$ cat src/rtl/fp_mul_pkg.sv
// Shared types, constants and helper functions for the pipelined FP multiplier.
package fp_mul_pkg;

  typedef enum logic [1:0] {
    FP_ZERO,
    FP_NORM,
    FP_INF,
    FP_NAN
  } fp_class_t;

  // Bit positions inside the 4-bit flags vector {invalid, overflow, underflow, inexact}
  localparam int FLAG_INV = 3;
  localparam int FLAG_OVF = 2;
  localparam int FLAG_UNF = 1;
  localparam int FLAG_INX = 0;

  function automatic int fp_bias(input int exp_w);
    return (1 << (exp_w - 1)) - 1;
  endfunction

  // Canonical quiet NaN: sign 0, exponent all ones, mantissa MSB set, rest zero
  function automatic logic [63:0] fp_qnan(input int exp_w, input int man_w);
    logic [63:0] q;
    q = ((64'd1 << exp_w) - 64'd1) << man_w;
    q = q | (64'd1 << (man_w - 1));
    return q;
  endfunction

endpackage

$ cat src/rtl/fp_mul_round.sv
// Third pipeline stage of fp_mul_pipe: normalise the raw mantissa product,
// extract guard/sticky, round, range-check the exponent and pack the result.
// Macro FP_MUL_RNE_EN selects round-to-nearest-even; without it the mantissa
// is truncated and guard/sticky only feed the inexact flag.
module fp_mul_round
  import fp_mul_pkg::*;
#(
  parameter int EXP_W = 8,
  parameter int MAN_W = 23,
  localparam int W = 1 + EXP_W + MAN_W,
  localparam int EW = EXP_W + 2,
  localparam int PW = 2 * MAN_W + 2
) (
  input  logic                 sign,
  input  logic signed [EW-1:0] exp_sum,
  input  logic [PW-1:0]        prod,
  output logic [W-1:0]         result,
  output logic [3:0]           flags
);

  localparam logic signed [EW-1:0] ONE     = 1;
  localparam logic signed [EW-1:0] ZERO_E  = 0;
  localparam logic signed [EW-1:0] EXP_TOP = EW'((1 << EXP_W) - 1);

  logic [MAN_W-1:0]        man_n;
  logic                    g;
  logic                    s;
  logic signed [EW-1:0]    exp_n;
  logic [MAN_W-1:0]        man_f;
  logic signed [EW-1:0]    exp_f;

  // Normalise: a product in [2,4) is shifted right once and the exponent bumped
  always_comb begin
    if (prod[PW-1]) begin
      man_n = prod[2*MAN_W:MAN_W+1];
      g     = prod[MAN_W];
      s     = |prod[MAN_W-1:0];
      exp_n = exp_sum + ONE;
    end else begin
      man_n = prod[2*MAN_W-1:MAN_W];
      g     = prod[MAN_W-1];
      s     = |prod[MAN_W-2:0];
      exp_n = exp_sum;
    end
  end

`ifdef FP_MUL_RNE_EN
  logic rnd_up;
  logic carry;

  // Round to nearest even; a mantissa carry-out leaves man=0 and bumps the exponent
  always_comb begin
    rnd_up         = g & (s | man_n[0]);
    {carry, man_f} = {1'b0, man_n} + {{MAN_W{1'b0}}, rnd_up};
    exp_f          = carry ? (exp_n + ONE) : exp_n;
  end
`else
  // Truncate toward zero
  always_comb begin
    man_f = man_n;
    exp_f = exp_n;
  end
`endif

  // Range check after rounding, then pack
  always_comb begin
    flags = '0;
    if (exp_f >= EXP_TOP) begin
      result          = {sign, {EXP_W{1'b1}}, {MAN_W{1'b0}}};
      flags[FLAG_OVF] = 1'b1;
      flags[FLAG_INX] = 1'b1;
    end else if (exp_f <= ZERO_E) begin
      result          = {sign, {(W-1){1'b0}}};
      flags[FLAG_UNF] = 1'b1;
      flags[FLAG_INX] = 1'b1;
    end else begin
      result          = {sign, exp_f[EXP_W-1:0], man_f};
      flags[FLAG_INX] = g | s;
    end
  end

endmodule

$ cat src/rtl/fp_mul_pipe.sv
// Fully pipelined floating-point multiplier, 3-cycle latency, one op per cycle.
// S1 classifies operands and resolves special values, S2 multiplies the
// mantissas, S3 (fp_mul_round) normalises, rounds and packs.
// Optional macro FP_MUL_RNE_EN (inside fp_mul_round) enables round-to-nearest-even.
module fp_mul_pipe
  import fp_mul_pkg::*;
#(
  parameter int EXP_W = 8,
  parameter int MAN_W = 23,
  localparam int W = 1 + EXP_W + MAN_W
) (
  input  logic         clk,
  input  logic         reset_n,
  input  logic         enable,
  input  logic [W-1:0] dataa,
  input  logic [W-1:0] datab,
  output logic         done,
  output logic [W-1:0] result,
  output logic [3:0]   flags
);

  localparam int EW = EXP_W + 2;
  localparam int PW = 2 * MAN_W + 2;
  localparam logic signed [EW-1:0] BIAS      = EW'(fp_bias(EXP_W));
  localparam logic [63:0]          QNAN_FULL = fp_qnan(EXP_W, MAN_W);
  localparam logic [W-1:0]         QNAN      = QNAN_FULL[W-1:0];

  function automatic fp_class_t classify(input logic [EXP_W-1:0] e, input logic [MAN_W-1:0] m);
    if (e == '0)
      return FP_ZERO;
    else if (&e)
      return (m == '0) ? FP_INF : FP_NAN;
    else
      return FP_NORM;
  endfunction

  fp_class_t            cls_a;
  fp_class_t            cls_b;
  logic                 sign_in;
  logic signed [EW-1:0] exp_in;
  logic                 spec_in;
  logic [W-1:0]         spec_val_in;
  logic [3:0]           spec_flags_in;

  logic                 s1_valid;
  logic                 s1_sign;
  logic signed [EW-1:0] s1_exp;
  logic [MAN_W:0]       s1_ma;
  logic [MAN_W:0]       s1_mb;
  logic                 s1_spec;
  logic [W-1:0]         s1_spec_val;
  logic [3:0]           s1_spec_flags;

  logic                 s2_valid;
  logic                 s2_sign;
  logic signed [EW-1:0] s2_exp;
  logic [PW-1:0]        s2_prod;
  logic                 s2_spec;
  logic [W-1:0]         s2_spec_val;
  logic [3:0]           s2_spec_flags;

  logic [W-1:0]         rnd_result;
  logic [3:0]           rnd_flags;

  // Stage 1 combinational: classify, sign, biased exponent sum, special results
  always_comb begin
    cls_a         = classify(dataa[W-2:MAN_W], dataa[MAN_W-1:0]);
    cls_b         = classify(datab[W-2:MAN_W], datab[MAN_W-1:0]);
    sign_in       = dataa[W-1] ^ datab[W-1];
    exp_in        = $signed({2'b00, dataa[W-2:MAN_W]}) + $signed({2'b00, datab[W-2:MAN_W]}) - BIAS;
    spec_in       = 1'b0;
    spec_val_in   = '0;
    spec_flags_in = '0;
    if (cls_a == FP_NAN || cls_b == FP_NAN ||
        (cls_a == FP_INF && cls_b == FP_ZERO) || (cls_a == FP_ZERO && cls_b == FP_INF)) begin
      spec_in                 = 1'b1;
      spec_val_in             = QNAN;
      spec_flags_in[FLAG_INV] = 1'b1;
    end else if (cls_a == FP_INF || cls_b == FP_INF) begin
      spec_in     = 1'b1;
      spec_val_in = {sign_in, {EXP_W{1'b1}}, {MAN_W{1'b0}}};
    end else if (cls_a == FP_ZERO || cls_b == FP_ZERO) begin
      spec_in     = 1'b1;
      spec_val_in = {sign_in, {(W-1){1'b0}}};
    end
  end

  // Stage 1 register: valid bit cleared by reset so in-flight ops are dropped
  always_ff @(posedge clk) begin
    if (!reset_n) begin
      s1_valid <= 1'b0;
    end else begin
      s1_valid <= enable;
    end
  end

  // Stage 1 datapath register
  always_ff @(posedge clk) begin
    s1_sign       <= sign_in;
    s1_exp        <= exp_in;
    s1_ma         <= {1'b1, dataa[MAN_W-1:0]};
    s1_mb         <= {1'b1, datab[MAN_W-1:0]};
    s1_spec       <= spec_in;
    s1_spec_val   <= spec_val_in;
    s1_spec_flags <= spec_flags_in;
  end

  // Stage 2 valid bit
  always_ff @(posedge clk) begin
    if (!reset_n) begin
      s2_valid <= 1'b0;
    end else begin
      s2_valid <= s1_valid;
    end
  end

  // Stage 2 datapath: full mantissa product, specials carried alongside
  always_ff @(posedge clk) begin
    s2_sign       <= s1_sign;
    s2_exp        <= s1_exp;
    s2_prod       <= PW'(s1_ma) * PW'(s1_mb);
    s2_spec       <= s1_spec;
    s2_spec_val   <= s1_spec_val;
    s2_spec_flags <= s1_spec_flags;
  end

  fp_mul_round #(
    .EXP_W (EXP_W),
    .MAN_W (MAN_W)
  ) u_round (
    .sign    (s2_sign),
    .exp_sum (s2_exp),
    .prod    (s2_prod),
    .result  (rnd_result),
    .flags   (rnd_flags)
  );

  // Stage 3 output register: result/flags only update on a valid op, otherwise hold
  always_ff @(posedge clk) begin
    if (!reset_n) begin
      done   <= 1'b0;
      result <= '0;
      flags  <= '0;
    end else begin
      done <= s2_valid;
      if (s2_valid) begin
        result <= s2_spec ? s2_spec_val : rnd_result;
        flags  <= s2_spec ? s2_spec_flags : rnd_flags;
      end
    end
  end

endmodule

$ cat config.mk
export PLATFORM = sky130hd
export DESIGN_NAME = fp_mul_pipe
export DESIGN_NICKNAME = d
export VERILOG_FILES = /design/src/rtl/fp_mul_pkg.sv /design/src/rtl/fp_mul_round.sv /design/src/rtl/fp_mul_pipe.sv
export SDC_FILE = /design/constraint.sdc
export NUM_CORES = 2
export LEC_CHECK = 0
export ABC_CLOCK_PERIOD_IN_PS = 6600
export BUFFER_PORTS_ARGS = -buffer_cell sky130_fd_sc_hd__buf_2
export CORE_ASPECT_RATIO = 1.2
export CORE_UTILIZATION = 45
export DETAILED_ROUTE_END_ITERATION = 7
export PLACE_DENSITY = 0.72
export SYNTH_ARGS = -nofsm -noshare
export SYNTH_HDL_FRONTEND = slang
export SYNTH_SLANG_ARGS = --single-unit
$ cat constraint.sdc
create_clock -name clk -period 6.6 [get_ports clk]
set_input_delay 1.32 -clock clk [delete_from_list [all_inputs] [get_ports clk]]
set_output_delay 1.32 -clock clk [all_outputs]
set_load 0.005 [all_outputs]
==> metrics.csv <==
metric,value,unit
MaxCap Viol Count,0,
CP max stage cell,fa_1,
main combinational cell family by area after synthesis,adder cells,
# hold bufs at CTS,0,
core box area,0.05169,mm^2
smallest hold slack,0.3215,ns
"Distinct cells, synth",64,
"flops & latches, synth",165,
H-tree depth,4,
"Top FF cell, synth",dfxtp_1,
Worst EP arrival,6.87,ns
die area,0.05363,mm^2
Routed Antenna Nets,0,
Buf/Inv on CP,6,
Initial Util,45.88,%
"Slew Viols, Final",0,
crit path launch type,register,
DRT Wirelength,66090,um
drt first pass iters,5,
via count,18100,
DP HPWL,54870,um
post-synthesis mux area share,1.187,%
Worst-Margin Slew,1.233,ns
Detailed Route Iter0 Violations,884,
top-area cell type share of the netlist area,40.77,%
status,finished clean,
CTS Sinks,165,
Post-Synth Simple-Gate Area,15.31,%
Synth Area in Compound Gates,5.391,%
Worst Path Required,6.97,ns
"Largest stage delay, worst path",0.55,ns
RSZ-0062 raised after global routing,yes,
die height,253.5,um
hold crit path type,register to register,
P&R area growth vs syn,18.45,%
WL per Instance,18.77,um
fin area,0.02809,mm^2
Inserted Clock Buffers,17,
Total Routing Usage GR,25.49,%
largest net degree at the start of global routing,36,
I/O pin cnt,104,
sequential area share after synthesis,13.93,%
Syn Nets,3298,
final setup fails,0,
post-DR vias/cell,5.139,
root buffer cell,clkbuf_16,
fmax,153.8,MHz
"EDFF count, synth",0,
adder-cell share of the synthesized area,50.74,%
Die W,211.6,um
fin crit period,6.501,ns
critical path endpoint category,register,
CP Cell Sequence,buf_4 > and2_1 > fa_1 > fa_1 > inv_1 > fa_1 > fa_1 > inv_1 > fa_1 > fa_1 > inv_1 > fa_1 > inv_2 > ha_4 > buf_6 > nand2_2 > o211ai_1 > a21oi_2 > or3_4 > o21ai_4 > a31oi_1 > o31ai_1 > xnor2_1,
Fin. Hold Viols,0,
Rel. slew slack,17.45,%
Crit Path Max Fanout,8,
synthesized area,0.02372,mm^2
first-pass GRT wire length,102700,um
vias in the first global route,20030,
clock latency on the worst-skew pair,0.49,ns
CTS tree,yes,
asr flop ratio synth,0,%
Nets,3551,
critical path's top delay family,adder cells,
placed cell areas,0.02643,mm^2
clock-pin slew on the worst setup and hold paths,0.08,ns
antenna violations before repair,1,
Syn Area/Cell,9.268,um^2
Syn Inst Count,2559,
final period utilization,98.49,%
Longest Clk Path Bufs,2,
layout cells sized above 1,19.43,%
Syn. warnings,0,
ANT cells,0,
DRC,0,
Setup Skew,0.01258,ns
GRT Residual Overflow,0,
IO buf count,103,
GP Congestion,0.9850,
ranking of synthesized cells by area,"fa_1, dfxtp_1, ha_1",
largest area contributor in the netlist,fa_1,
Worst path most repeated cell,fa_1,
num rows,91,
critical path class,register to register,
xor/xnor share of the synthesized area,2.216,%
-- placed cells by master, fill, tap and decap left out, drive strengths merged, types with 2 or more instances in the layout --
cell type	Yosys	layout
nor3	7	7
and3	6	6
o21bai	9	9
a21o	18	18
o31ai	4	4
nor4	22	22
inv	584	590
or2	3	3
clkinv	5	11
and4	3	3
o211ai	6	6
nand2	334	334
ha	189	189
a21oi	54	54
fa	483	483
a211oi	3	3
o21ai	58	58
buf	9	342
xnor2	43	43
mux2i	27	27
nor2b	4	4
nor3b	5	5
o21a	4	4
or3	2	2
a2111oi	3	3
nor2	72	72
a21boi	3	3
xor2	17	17
o211a	2	2
a22oi	7	7
nand2b	5	5
clkinvlp	0	2
dfxtp	165	165
clkbuf	103	22
a31oi	6	6
a221oi	3	3
nand4	16	16
and2	243	243
nand3	18	18
-- layout make-up --
class | count | area, um^2
clock buffers | 18 | 439.2
multi-input cells | 1693 | 18250
clock inverters | 14 | 156.4
flip-flops and latches | 165 | 3390
fillers | 4616 | 23600
repair buffers | 346 | 2768
well taps | 697 | 872.1
inverters | 589 | 2218
-- kinds of logic (layout without fill, tap and decap cells) --
kind of cell / after synthesis / in the layout
flops: 165 / 165
fa+ha+maj: 672 / 672
xor+xnor: 60 / 60
buf+inv: 701 / 967
simple gates: 741 / 741
mux: 28 / 28
compound gates: 192 / 192
-- final timing paths --
path                                               start  slack, ns                        to  cells past startpoint
worst max-delay path                   s1_ma[12]$_DFF_P_        0.1       s2_prod[47]$_DFF_P_                     23
worst min-delay path            s1_spec_flags[3]$_DFF_P_       0.32  s2_spec_flags[3]$_DFF_P_                      0
worst max register to register         s1_ma[12]$_DFF_P_        0.1       s2_prod[47]$_DFF_P_                     23
worst min register to register  s1_spec_flags[3]$_DFF_P_       0.32  s2_spec_flags[3]$_DFF_P_                      0
-- metal layers --
metal  wire length (um)  global-route usage, %
met1              23320                  27.39
met2              34710                  45.74
met3               3140                  3.720
met4               4930                  18.18
met5                  0                      0
-- metrics by stage --
stage / setup TNS [ns] / instances / worst slack [ns] / utilization, %
after global routing: -0.2066 / 3522 / -0.07486 / 54.35
final: 0 / 3522 / 0.09946 / 54.35
after detailed placement: -2.998 / 3445 / -0.2504 / 51.13
after floorplan: 0 / 2559 / 0.1253 / -
after CTS: 0 / 3483 / 0.0002145 / 52.69
after global placement: -2.025 / 3445 / -0.2184 / 51.13
-- worst register-to-register path, delay by kind of cell, from the launching register on --
kind | cells | cell delay, ns
buf+inv | 6 | 0.51
flops | 1 | 0.41
compound gates | 5 | 0.90
simple gates | 3 | 0.57
fa+ha+maj | 8 | 3.87
xor+xnor | 1 | 0.10
-- cell usage after synthesis, types with 21 or more instances --
cell type	number
clkbuf_1	101
ha_1	189
o21ai_0	34
xnor2_1	43
mux2i_1	27
and2_1	243
inv_1	584
nor4_1	22
o21ai_2	21
a21oi_1	53
nand2_1	333
dfxtp_1	165
nor2_1	72
fa_1	483
-- state kept, by name, summed over array words and instances, names as in the netlist --
name / flops
result: 32
done: 1
s2_spec_flags: 1
s1_spec: 1
s1_valid: 1
s2_exp: 10
s1_spec_flags: 1
s1_ma: 23
flags: 4
s1_sign: 1
s1_exp: 10
s1_spec_val: 3
s2_prod: 48
s1_mb: 23
s2_spec: 1
s2_spec_val: 3
s2_sign: 1
s2_valid: 1
-- what timing repair did --
| action | CTS | global route |
|---|---|---|
| pin swaps | 17 | 79 |
| endpoints found under the hold margin | 0 | 0 |
| setup endpoints to repair | 20 | 21 |
| gates cloned | 0 | 4 |
| setup buffers | 6 | 37 |
| gates resized for setup | 55 | 137 |
Power is not shown: default switching activity piles up to over one toggle a cycle in this logic, so the estimate is an artifact.
